==> config.mk <==
export PLATFORM = sky130hd
export DESIGN_NAME = block_renderer_flat
export DESIGN_NICKNAME = d
export VERILOG_FILES = /design/src/rtl/block_renderer_pkg.sv /design/src/rtl/block_renderer_if.sv /design/src/rtl/block_renderer_rect_scanner.sv /design/src/rtl/block_renderer.sv /design/src/flat_wrapper.sv
export SDC_FILE = /design/constraint.sdc
export NUM_CORES = 1
export LEC_CHECK = 0
export CAP_MARGIN = 25
export CELL_PAD_IN_SITES_DETAIL_PLACEMENT = 1
export CELL_PAD_IN_SITES_GLOBAL_PLACEMENT = 1
export CORE_ASPECT_RATIO = 1.2
export CORE_MARGIN = 8
export CORE_UTILIZATION = 36
export DETAILED_ROUTE_END_ITERATION = 8
export PLACE_DENSITY_LB_ADDON = 0.1
export SLEW_MARGIN = 25
export SYNTH_ARGS = -nofsm -noshare
export SYNTH_HDL_FRONTEND = slang
export SYNTH_SLANG_ARGS = --single-unit
==> constraint.sdc <==
create_clock -name clk -period 3.9 [get_ports clk]
set_input_delay 0.78 -clock clk [delete_from_list [all_inputs] [get_ports clk]]
set_output_delay 0.78 -clock clk [all_outputs]
set_load 0.005 [all_outputs]
==> src/rtl/block_renderer_pkg.sv <==
// Shared constants, game status encodings and FSM state type for the block renderer.
// The FILL state exists only when RENDER_GAMEOVER_FILL_EN is defined.
package render_pkg;

    localparam int unsigned SCREEN_W = 160;
    localparam int unsigned SCREEN_H = 120;

    localparam logic [2:0] FILL_OVER_COLOUR = 3'b100;
    localparam logic [2:0] FILL_WIN_COLOUR  = 3'b010;

    typedef enum logic [1:0] {
        GS_START = 2'b00,
        GS_PLAY  = 2'b01,
        GS_OVER  = 2'b10,
        GS_WIN   = 2'b11
    } game_status_e;

    typedef enum logic [2:0] {
        ST_CLEAR,
        ST_IDLE,
        ST_ERASE,
        ST_DRAW
`ifdef RENDER_GAMEOVER_FILL_EN
        , ST_FILL
`endif
    } render_state_e;

    // Sums arrive one bit wider than the screen coordinates, so a wrapped
    // column such as 250+10 stays at 260 and is rejected instead of aliasing to 4.
    function automatic logic onScreen(input logic [8:0] col, input logic [7:0] row);
        return (col < 9'(SCREEN_W)) && (row < 8'(SCREEN_H));
    endfunction

endpackage

==> src/rtl/block_renderer_if.sv <==
// Request/pixel bus between the game logic (master) and the block renderer (slave).
interface block_renderer_if;

    logic       sync;
    logic [7:0] x;
    logic [7:0] prev_x;
    logic [6:0] y;
    logic [1:0] game_status;
    logic [7:0] vga_x;
    logic [6:0] vga_y;
    logic [2:0] colour;
    logic       plot;
    logic       busy;
    logic       done;

    modport master (
        output sync, x, prev_x, y, game_status,
        input  vga_x, vga_y, colour, plot, busy, done
    );

    modport slave (
        input  sync, x, prev_x, y, game_status,
        output vga_x, vga_y, colour, plot, busy, done
    );

endinterface

==> src/rtl/block_renderer_rect_scanner.sv <==
// Row-major (dx, dy) offset generator for a rectangle whose size is given at run time,
// shared by every renderer pass (clear, erase, draw and the optional fill).
module rect_scanner (
    input  logic       clk,
    input  logic       resetn,
    input  logic       start_i,
    input  logic [7:0] wLast_i,
    input  logic [6:0] hLast_i,
    output logic       valid_o,
    output logic       last_o,
    output logic [7:0] dx_o,
    output logic [6:0] dy_o
);

    logic       active_q;
    logic [7:0] dx_q;
    logic [6:0] dy_q;

    // Reset arms the scanner at the origin because the renderer always clears the screen first.
    always_ff @(posedge clk) begin
        if (!resetn) begin
            active_q <= 1'b1;
            dx_q     <= '0;
            dy_q     <= '0;
        end else if (start_i) begin
            active_q <= 1'b1;
            dx_q     <= '0;
            dy_q     <= '0;
        end else if (active_q) begin
            if (dx_q == wLast_i) begin
                dx_q <= '0;
                if (dy_q == hLast_i) begin
                    active_q <= 1'b0;
                    dy_q     <= '0;
                end else begin
                    dy_q <= dy_q + 7'd1;
                end
            end else begin
                dx_q <= dx_q + 8'd1;
            end
        end
    end

    assign valid_o = active_q;
    assign last_o  = active_q && (dx_q == wLast_i) && (dy_q == hLast_i);
    assign dx_o    = dx_q;
    assign dy_o    = dy_q;

endmodule

==> src/rtl/block_renderer.sv <==
// Block renderer: clears the screen after reset, then erases/redraws a block per sync tick.
// Optional macro RENDER_GAMEOVER_FILL_EN adds a full-screen red/green FILL for OVER/WIN.
module block_renderer
    import render_pkg::*;
#(
    parameter int unsigned BLOCK_W      = 16,
    parameter int unsigned BLOCK_H      = 4,
    parameter logic [2:0]  BLOCK_COLOUR = 3'b111,
    parameter logic [2:0]  BG_COLOUR    = 3'b000
) (
    input logic             clk,
    input logic             resetn,
    block_renderer_if.slave bus
);

    render_state_e state_q;
    logic          pending_q;
    logic [7:0]    x_q;
    logic [7:0]    prevX_q;
    logic [6:0]    y_q;
    logic          plot_q;
    logic          done_q;
    logic          busy_q;
    logic [7:0]    vgaX_q;
    logic [6:0]    vgaY_q;
    logic [2:0]    colour_q;
`ifdef RENDER_GAMEOVER_FILL_EN
    logic [2:0]    fillColour_q;
`endif

    logic       scanStart;
    logic       scanValid;
    logic       scanLast;
    logic [7:0] scanDx;
    logic [6:0] scanDy;
    logic [7:0] wLast;
    logic [6:0] hLast;
    logic       fullScreen;
    logic [7:0] originX;
    logic [6:0] originY;
    logic [8:0] colSum;
    logic [7:0] rowSum;
    logic [2:0] pixColour;

    rect_scanner u_scanner (
        .clk     (clk),
        .resetn  (resetn),
        .start_i (scanStart),
        .wLast_i (wLast),
        .hLast_i (hLast),
        .valid_o (scanValid),
        .last_o  (scanLast),
        .dx_o    (scanDx),
        .dy_o    (scanDy)
    );

    // Pixel address and colour for whichever pass is running; erase restarts into draw seamlessly.
    always_comb begin
        fullScreen = (state_q == ST_CLEAR);
`ifdef RENDER_GAMEOVER_FILL_EN
        fullScreen = fullScreen || (state_q == ST_FILL);
`endif
        originX = (state_q == ST_ERASE) ? prevX_q : x_q;
        originY = y_q;
        if (fullScreen) begin
            originX = '0;
            originY = '0;
        end
        colSum    = {1'b0, originX} + {1'b0, scanDx};
        rowSum    = {1'b0, originY} + {1'b0, scanDy};
        pixColour = (state_q == ST_DRAW) ? BLOCK_COLOUR : BG_COLOUR;
`ifdef RENDER_GAMEOVER_FILL_EN
        if (state_q == ST_FILL) pixColour = fillColour_q;
`endif
        wLast     = fullScreen ? 8'(SCREEN_W - 1) : 8'(BLOCK_W - 1);
        hLast     = fullScreen ? 7'(SCREEN_H - 1) : 7'(BLOCK_H - 1);
        scanStart = ((state_q == ST_IDLE) && (bus.sync || pending_q))
                 || ((state_q == ST_ERASE) && scanLast);
    end

    // A pass ends the cycle after its last pixel, which is where done pulses and the FSM idles.
    always_ff @(posedge clk) begin
        if (!resetn) begin
            state_q   <= ST_CLEAR;
            pending_q <= 1'b0;
            x_q       <= '0;
            prevX_q   <= '0;
            y_q       <= '0;
            plot_q    <= 1'b0;
            done_q    <= 1'b0;
            busy_q    <= 1'b1;
            vgaX_q    <= '0;
            vgaY_q    <= '0;
            colour_q  <= BG_COLOUR;
`ifdef RENDER_GAMEOVER_FILL_EN
            fillColour_q <= FILL_OVER_COLOUR;
`endif
        end else begin
            plot_q <= 1'b0;
            done_q <= 1'b0;
            if (bus.sync && (state_q != ST_IDLE)) pending_q <= 1'b1;

            if (scanValid && (state_q != ST_IDLE)) begin
                plot_q <= onScreen(colSum, rowSum);
                if (onScreen(colSum, rowSum)) begin
                    vgaX_q   <= colSum[7:0];
                    vgaY_q   <= rowSum[6:0];
                    colour_q <= pixColour;
                end
            end

            case (state_q)
                ST_IDLE: begin
                    if (bus.sync || pending_q) begin
                        pending_q <= 1'b0;
                        busy_q    <= 1'b1;
                        x_q       <= bus.x;
                        prevX_q   <= bus.prev_x;
                        y_q       <= bus.y;
                        state_q   <= ST_ERASE;
`ifdef RENDER_GAMEOVER_FILL_EN
                        if (bus.game_status == GS_OVER) begin
                            fillColour_q <= FILL_OVER_COLOUR;
                            state_q      <= ST_FILL;
                        end else if (bus.game_status == GS_WIN) begin
                            fillColour_q <= FILL_WIN_COLOUR;
                            state_q      <= ST_FILL;
                        end
`endif
                    end
                end
                ST_ERASE: begin
                    if (scanLast) state_q <= ST_DRAW;
                end
                default: begin
                    if (!scanValid) begin
                        state_q <= ST_IDLE;
                        done_q  <= 1'b1;
                        busy_q  <= 1'b0;
                    end
                end
            endcase
        end
    end

    assign bus.plot   = plot_q;
    assign bus.done   = done_q;
    assign bus.busy   = busy_q;
    assign bus.vga_x  = vgaX_q;
    assign bus.vga_y  = vgaY_q;
    assign bus.colour = colour_q;

endmodule

==> src/flat_wrapper.sv <==
// flat-port wrapper written by rule: the top's interface ports become plain ports
module block_renderer_flat import render_pkg::*;
#(
    parameter int unsigned BLOCK_W      = 16,
    parameter int unsigned BLOCK_H      = 4,
    parameter logic [2:0]  BLOCK_COLOUR = 3'b111,
    parameter logic [2:0]  BG_COLOUR    = 3'b000
)
  (clk, resetn, bus_sync, bus_x, bus_prev_x, bus_y, bus_game_status, bus_vga_x, bus_vga_y, bus_colour, bus_plot, bus_busy, bus_done);
  block_renderer_if bus_i ();
  input logic clk;
  input logic resetn;
  input wire logic [$bits(bus_i.sync)-1:0] bus_sync;
  input wire logic [$bits(bus_i.x)-1:0] bus_x;
  input wire logic [$bits(bus_i.prev_x)-1:0] bus_prev_x;
  input wire logic [$bits(bus_i.y)-1:0] bus_y;
  input wire logic [$bits(bus_i.game_status)-1:0] bus_game_status;
  output wire logic [$bits(bus_i.vga_x)-1:0] bus_vga_x;
  output wire logic [$bits(bus_i.vga_y)-1:0] bus_vga_y;
  output wire logic [$bits(bus_i.colour)-1:0] bus_colour;
  output wire logic [$bits(bus_i.plot)-1:0] bus_plot;
  output wire logic [$bits(bus_i.busy)-1:0] bus_busy;
  output wire logic [$bits(bus_i.done)-1:0] bus_done;
  assign bus_i.sync = bus_sync;
  assign bus_i.x = bus_x;
  assign bus_i.prev_x = bus_prev_x;
  assign bus_i.y = bus_y;
  assign bus_i.game_status = bus_game_status;
  assign bus_vga_x = bus_i.vga_x;
  assign bus_vga_y = bus_i.vga_y;
  assign bus_colour = bus_i.colour;
  assign bus_plot = bus_i.plot;
  assign bus_busy = bus_i.busy;
  assign bus_done = bus_i.done;
  block_renderer #(.BLOCK_W(BLOCK_W), .BLOCK_H(BLOCK_H), .BLOCK_COLOUR(BLOCK_COLOUR), .BG_COLOUR(BG_COLOUR)) u_core (.clk(clk), .resetn(resetn), .bus(bus_i));
endmodule
[Word-level counts from Yosys, hierarchy flattened]
Index checks and enable logic that the tools add are counted.
Storage, ports and cells
  input port bits: 28
  output and inout bits: 21
  word-level logic and storage cells: 72
  bits in registers: 64
Operators by class
  add/subtract/negate cells: 4
  bitwise operators: 2
  mux-type cells: 22
  reductions and logical operators: 18
  $lt $le $gt $ge: 2
  equal/unequal tests: 10
Operator list (count)
  two-way mux 8 bit: 4
  two-way mux 7 bit: 3
  two-way mux 3 bit: 4
  adder 8 x 8 -> 9 bit: 1
  < comparator 9 x 8 -> 1 bit (second input constant): 1
  two-way mux 1 bit: 9
  adder 7 x 7 -> 8 bit: 1
  adder 8 x 1 -> 8 bit (second input constant): 1
  equality test 8 bit: 1
  < comparator 8 x 7 -> 1 bit (second input constant): 1
  AND reduction 2 bit: 4
  adder 7 x 1 -> 7 bit (second input constant): 1
  equality test 7 bit: 1
  logical AND 1 bit: 7
  equality test 3 x 2 -> 1 bit (second input constant): 2
  inequality test 3 x 1 -> 1 bit (second input constant): 2
  case mux 3 bit (2 select lines): 1
  AND reduction 3 bit: 2
  inequality test 2 x 1 -> 1 bit (second input constant): 2
  equality test 3 x 1 -> 1 bit (second input constant): 1
  zero test 3 bit: 1
  OR reduction 3 bit: 1
  logical OR 1 bit: 2
  inequality test 2 bit (second input constant): 1
  other kinds (3): 4

[Depth between registers and ports, before layout]
  depth in word-level cells: 8
  gate-level depth with buffers: 15
  mapped depth without buffers: 13

[By module]
From an unflattened synthesis, not the netlist that was laid out.
Unflattened totals
  cells, all modules: 423
  area, all modules: 3487.1 sq um
By module, submodules not included
  block_renderer: area an instance 2591.2 sq um, cells an instance 317, instances 1, sequential area each 900.9 sq um
  rect_scanner: area an instance 895.9 sq um, cells an instance 106, instances 1, sequential area each 320.3 sq um

[Worst setup path after synthesis]
No wires, ideal clock.
  path kind: register to register
  start point: reg u_core.state_q[0]
  end point: reg u_core.vgaX_q[5], in the netlist u_core.bus.vga_x[5]
  setup time: 72 ps
  stages on the path, launching flop included: 16
  arrival time: 3292 ps
  data required time: 3828 ps
  buffers on the path: 2
  setup slack: 537 ps
  clock period less this slack: 3363 ps
  cell sequence: dfxtp_1 > inv_1 > ha_1 > buf_1 > mux2i_1 > nor2_1 > ha_1 > inv_1 > fa_1 > nor2b_1 > o2111ai_1 > a21boi_0 > o21ai_0 > a221oi_1 > buf_4 > mux2i_1
Between the ends
  longest elaborated chain between the ends: 7
  elaborated cells between the ends (all ways): 13
  classes of those cells: 2 x add/sub; 2 x order compare; 2 x eq/ne; 3 x mux; 4 x reduce/logical
Ends and longest elaborated chain
  from (decl): line block_renderer.sv:16  | render_state_e state_q;
  from (signal assigned): line block_renderer.sv:84  | state_q <= ST_CLEAR;
  from (signal assigned): line block_renderer.sv:120  | state_q <= ST_ERASE;
  from (signal assigned): line block_renderer.sv:133  | if (scanLast) state_q <= ST_DRAW;
  equality test 3 x 2 -> 1 bit: line block_renderer.sv:63  | originX = (state_q == ST_ERASE) ? prevX_q : x_q;
  two-way mux 8 bit: line block_renderer.sv:63
  two-way mux 8 bit: line block_renderer.sv:65  | if (fullScreen) begin
  adder 8 x 8 -> 9 bit: line block_renderer.sv:69  | colSum = {1'b0, originX} + {1'b0, scanDx};
  < comparator 9 x 8 -> 1 bit: line block_renderer_pkg.sv:31  | return (col < 9'(SCREEN_W)) && (row < 8'(SCREEN_H));
  logical AND 1 bit: line block_renderer_pkg.sv:31
  AND reduction 2 bit (no source line)
  to (signal assigned): line block_renderer.sv:106  | vgaX_q <= colSum[7:0];
  to (decl): line block_renderer.sv:24  | logic [7:0] vgaX_q;
Parallel ways exist; a longest one is shown, timed or not.
A chain may end at the register's enable or synchronous reset.

[Final worst setup path]
  start point: reg u_core.state_q[1]
  end point: reg u_core.vgaY_q[2], in the netlist u_core.bus.vga_y[2]
Between the ends
  longest elaborated chain between the ends: 7
  elaborated cells between the ends (all ways): 13
  classes of those cells: 2 x add/sub; 2 x order compare; 2 x eq/ne; 3 x mux; 4 x reduce/logical
Ends and longest elaborated chain
  equality test 3 x 2 -> 1 bit: line block_renderer.sv:63
  two-way mux 8 bit: line block_renderer.sv:63
  two-way mux 8 bit: line block_renderer.sv:65
  adder 8 x 8 -> 9 bit: line block_renderer.sv:69
  < comparator 9 x 8 -> 1 bit: line block_renderer_pkg.sv:31
  logical AND 1 bit: line block_renderer_pkg.sv:31
  AND reduction 2 bit (no source line)
  to (signal assigned): line block_renderer.sv:107  | vgaY_q <= rowSum[6:0];
  to (decl): line block_renderer.sv:25  | logic [6:0] vgaY_q;
Parallel ways exist; a longest one is shown, timed or not.

==> flow_summary.ini <==
[status]
status = finished, final reports clean

[clock_tree]
cts_tree = done
postCtsSetupBuffers = 0
clkTransAtPathRegs_ns = 0.07
clock-sinks = 61
cts_resized = 0
h-tree-depth = 3
holdBufCountCts = 0
clockBufferDepth = 2
numCtsBuffers = 9
clockRootBuffer = clkbuf_8
clk-insertion-delay-late_ns = 0.34

[timing]
hold_violations = 0
drv_slew = 0
fin_setup_tns_ns = 0
setup_viol = 0
fin_crit_sh_pct = 91.5
maxSlewHeadroom_pct = 52.8
fin_skew_ns = 0.0107
tightestPinTransition_ns = 0.707
fmax_mhz = 280
min_period_ns = 3.57
rsz0062_at_grt = no

[floorplan]
num_rows = 38
io_pins = 49
fp.dieW_um = 104
start_util_pct = 37.2
fp.dieArea_um2 = 12700
fp.dieH_um = 122
core_region_area_um2 = 9080

[worst_setup_path]
timing.critical_path.from = u_core.state_q[1]
reg2regPathDepth = 12
path_class = reg2reg
r2r-start = u_core.state_q[1]
rrSetupSlack_ns = 0.33
start_kind = flip-flop
arrival_ns = 3.83
cp-endpoint = u_core.bus.vga_y[2]
r2r-end = u_core.bus.vga_y[2]
critPathMaxFanout = 12
endpoint_kind = flip-flop
required_ns = 4.17

[detailed_routing]
ant_nets = 0
wl_per_cell_um = 14.3
avgViaCountPerCell = 5.00
drc = 0
dr.pass1.iters = 3
drt-total-wl_mm = 8.06
dr.first_iter.drc_count = 90
vias = 2816

[yosys]
ys_top_cells_by_count = nand2_1 (80), dfxtp_1 (61), nor2_1 (32)
synth_area_per_cell_um2 = 8.55
synth_top_area_share_pct = 36.2
yosys.cell_types.count = 52
synth_nets = 447
synth.yosys.seq_area_share_pct = 36.2
netlist.top_cell.by_area = dfxtp_1
synth_edf_count = 0
yosys_most_used_dff = dfxtp_1
yosysMostFrequentCell = nand2_1
ys_ff_latch = 61
synth-async-reset-ratio_pct = 0
synthCells = 395
yosys_warnings = 0
netlist_area_um2 = 3380
synth_area_leaders = dfxtp_1 (36%), nand2_1 (8.9%), ha_1 (8.2%)

[placed_design]
gp_congestion = 0.777
dpl.hpwl_mm = 6.20
io_buffers = 46

[power]
total_power_mw = 1.64
power_density_nw_per_um2 = 397
swShare_pct = 28.7
irDropWorstVdd_uv = 191
p_seq_share_pct = 43.3
power.share.combinational_pct = 22.2
p_leak_nw = 1.56
power.internal_mw = 1.17
p_sw_mw = 0.472
pwr-share-clk_pct = 34.5

[global_routing]
grt_max_degree = 42
grt.total_usage_pct = 13.5
grt_pass1_vias = 2958
gr-total-overflow = 0
grt_antenna_before_repair = 0
grt_pass1_wl_mm = 14.1

[run]
cap_violations = 0

[layout]
synthToLayoutAreaGrowth_pct = 22.6
diodes = 0
fin_nets = 491
drive_above_1_share_pct = 6.09

[min_path]
hold_class = reg2reg
per-layer routing:
metal  vias to the layer above  GRT usage, %  wire (um)
met4                         0          5.98        129
met3                         9          4.33        333
met5                         -             0          0
met2                        46          22.6       3750
li1                       1458             -          -
met1                      1303          15.6       3850
worst min path at each step:
| stage | from | to | slack (ns) | depth (start not counted) |
|---|---|---|---|---|
| final | u_core.bus.vga_x[0] | u_core.bus.vga_x[0] | 0.46 | 2 |
| after floorplan | u_core.y_q[0] | u_core.y_q[0] | 0.44 | 2 |
| after detailed placement | u_core.bus.vga_x[0] | u_core.bus.vga_x[0] | 0.45 | 2 |
| after global placement | u_core.bus.vga_y[4] | u_core.bus.vga_y[4] | 0.44 | 2 |
| after CTS | u_core.bus.vga_x[0] | u_core.bus.vga_x[0] | 0.46 | 2 |
| after global routing | u_core.prevX_q[0] | u_core.prevX_q[0] | 0.49 | 2 |
worst max-delay path, stage by stage, from the launching register on:
cell	delay, ns
dfxtp_1	0.34
inv_1	0.11
ha_1	0.44
nor2b_1	0.11
ha_1	0.24
fa_1	0.43
a221o_1	0.37
a21oi_1	0.15
a21oi_1	0.08
a2111oi_0	0.39
buf_4	0.20
a221o_1	0.39
mux2i_1	0.22
cells by family (layout without fill, tap and decap cells):
logic type | count (synthesis) | count (layout) | synth area share (%)
and+or+nand+nor | 165 | 165 | 22.6
AOI/OAI and AO/OA | 76 | 76 | 16.3
DFF | 61 | 61 | 36.2
muxes | 27 | 27 | 8.04
buffers and inverters | 27 | 75 | 3.60
adders and majority gates | 24 | 24 | 9.34
xor gates and xnor gates | 15 | 15 | 3.89
area by class of cell:
cell class	count	area (um2)
fillers	1092	4940
multi-input cells	307	2040
flip-flops and latches	61	1220
repair buffers	53	508
clock buffers	14	163
well taps	120	150
clock inverters	1	30.0
inverters	7	26.3
power groups by stage:
stage	combinational (mW)	clock [mW]	sequential, mW
final	0.364	0.567	0.712
after floorplan	0.263	0	0.718
after detailed placement	0.373	0	0.726
after CTS	0.374	0.591	0.712
after global placement	0.366	0	0.724
after global routing	0.414	0.618	0.720
flip-flops by register name (all words and copies together) (netlist names):
name	count
u_core.bus.done	1
u_core.x_q	8
u_core.bus.vga_y	7
u_core.u_scanner.dx_o	8
u_core.pending_q	1
u_core.bus.vga_x	8
u_core.y_q	7
u_core.u_scanner.valid_o	1
u_core.bus.plot	1
u_core.prevX_q	8
u_core.bus.busy	1
u_core.state_q	2
u_core.u_scanner.dy_o	7
u_core.bus.colour	1
through the flow:
| step | worst slack, ns | hold slack (ns) | instances | area (um2) | utilization [%] |
|---|---|---|---|---|---|
| after floorplan | 0.537 | 0.439 | 395 | 3380 | - |
| after global placement | 0.310 | 0.445 | 548 | 3950 | 43.4 |
| after detailed placement | 0.274 | 0.450 | 548 | 3950 | 43.4 |
| after CTS | 0.255 | 0.460 | 563 | 4140 | 45.6 |
| after global routing | 0.0433 | 0.489 | 563 | 4140 | 45.6 |
| final | 0.332 | 0.456 | 563 | 4140 | 45.6 |
layout by cell type (no fill, tap or decap), drive strengths merged, types with 2 or more instances in the layout:
master / count
nor3b: 2
dfxtp: 61
a21boi: 25
nand2b: 4
nand2: 80
o21ai: 11
or2: 2
fa: 2
xor2: 8
nand3b: 3
nand4b: 2
buf: 8
nand4: 4
and3b: 2
o21a: 6
a2111oi: 3
a21o: 3
clkbuf: 14
nor3: 5
mux2i: 26
and2: 3
nor2b: 10
a221o: 3
or3: 5
nand3: 7
xnor2: 7
o22ai: 3
a211oi: 3
ha: 22
inv: 7
a21oi: 9
o211ai: 2
clkdlybuf4s50: 45
nor2: 32
(Power assumes the default switching activity.)
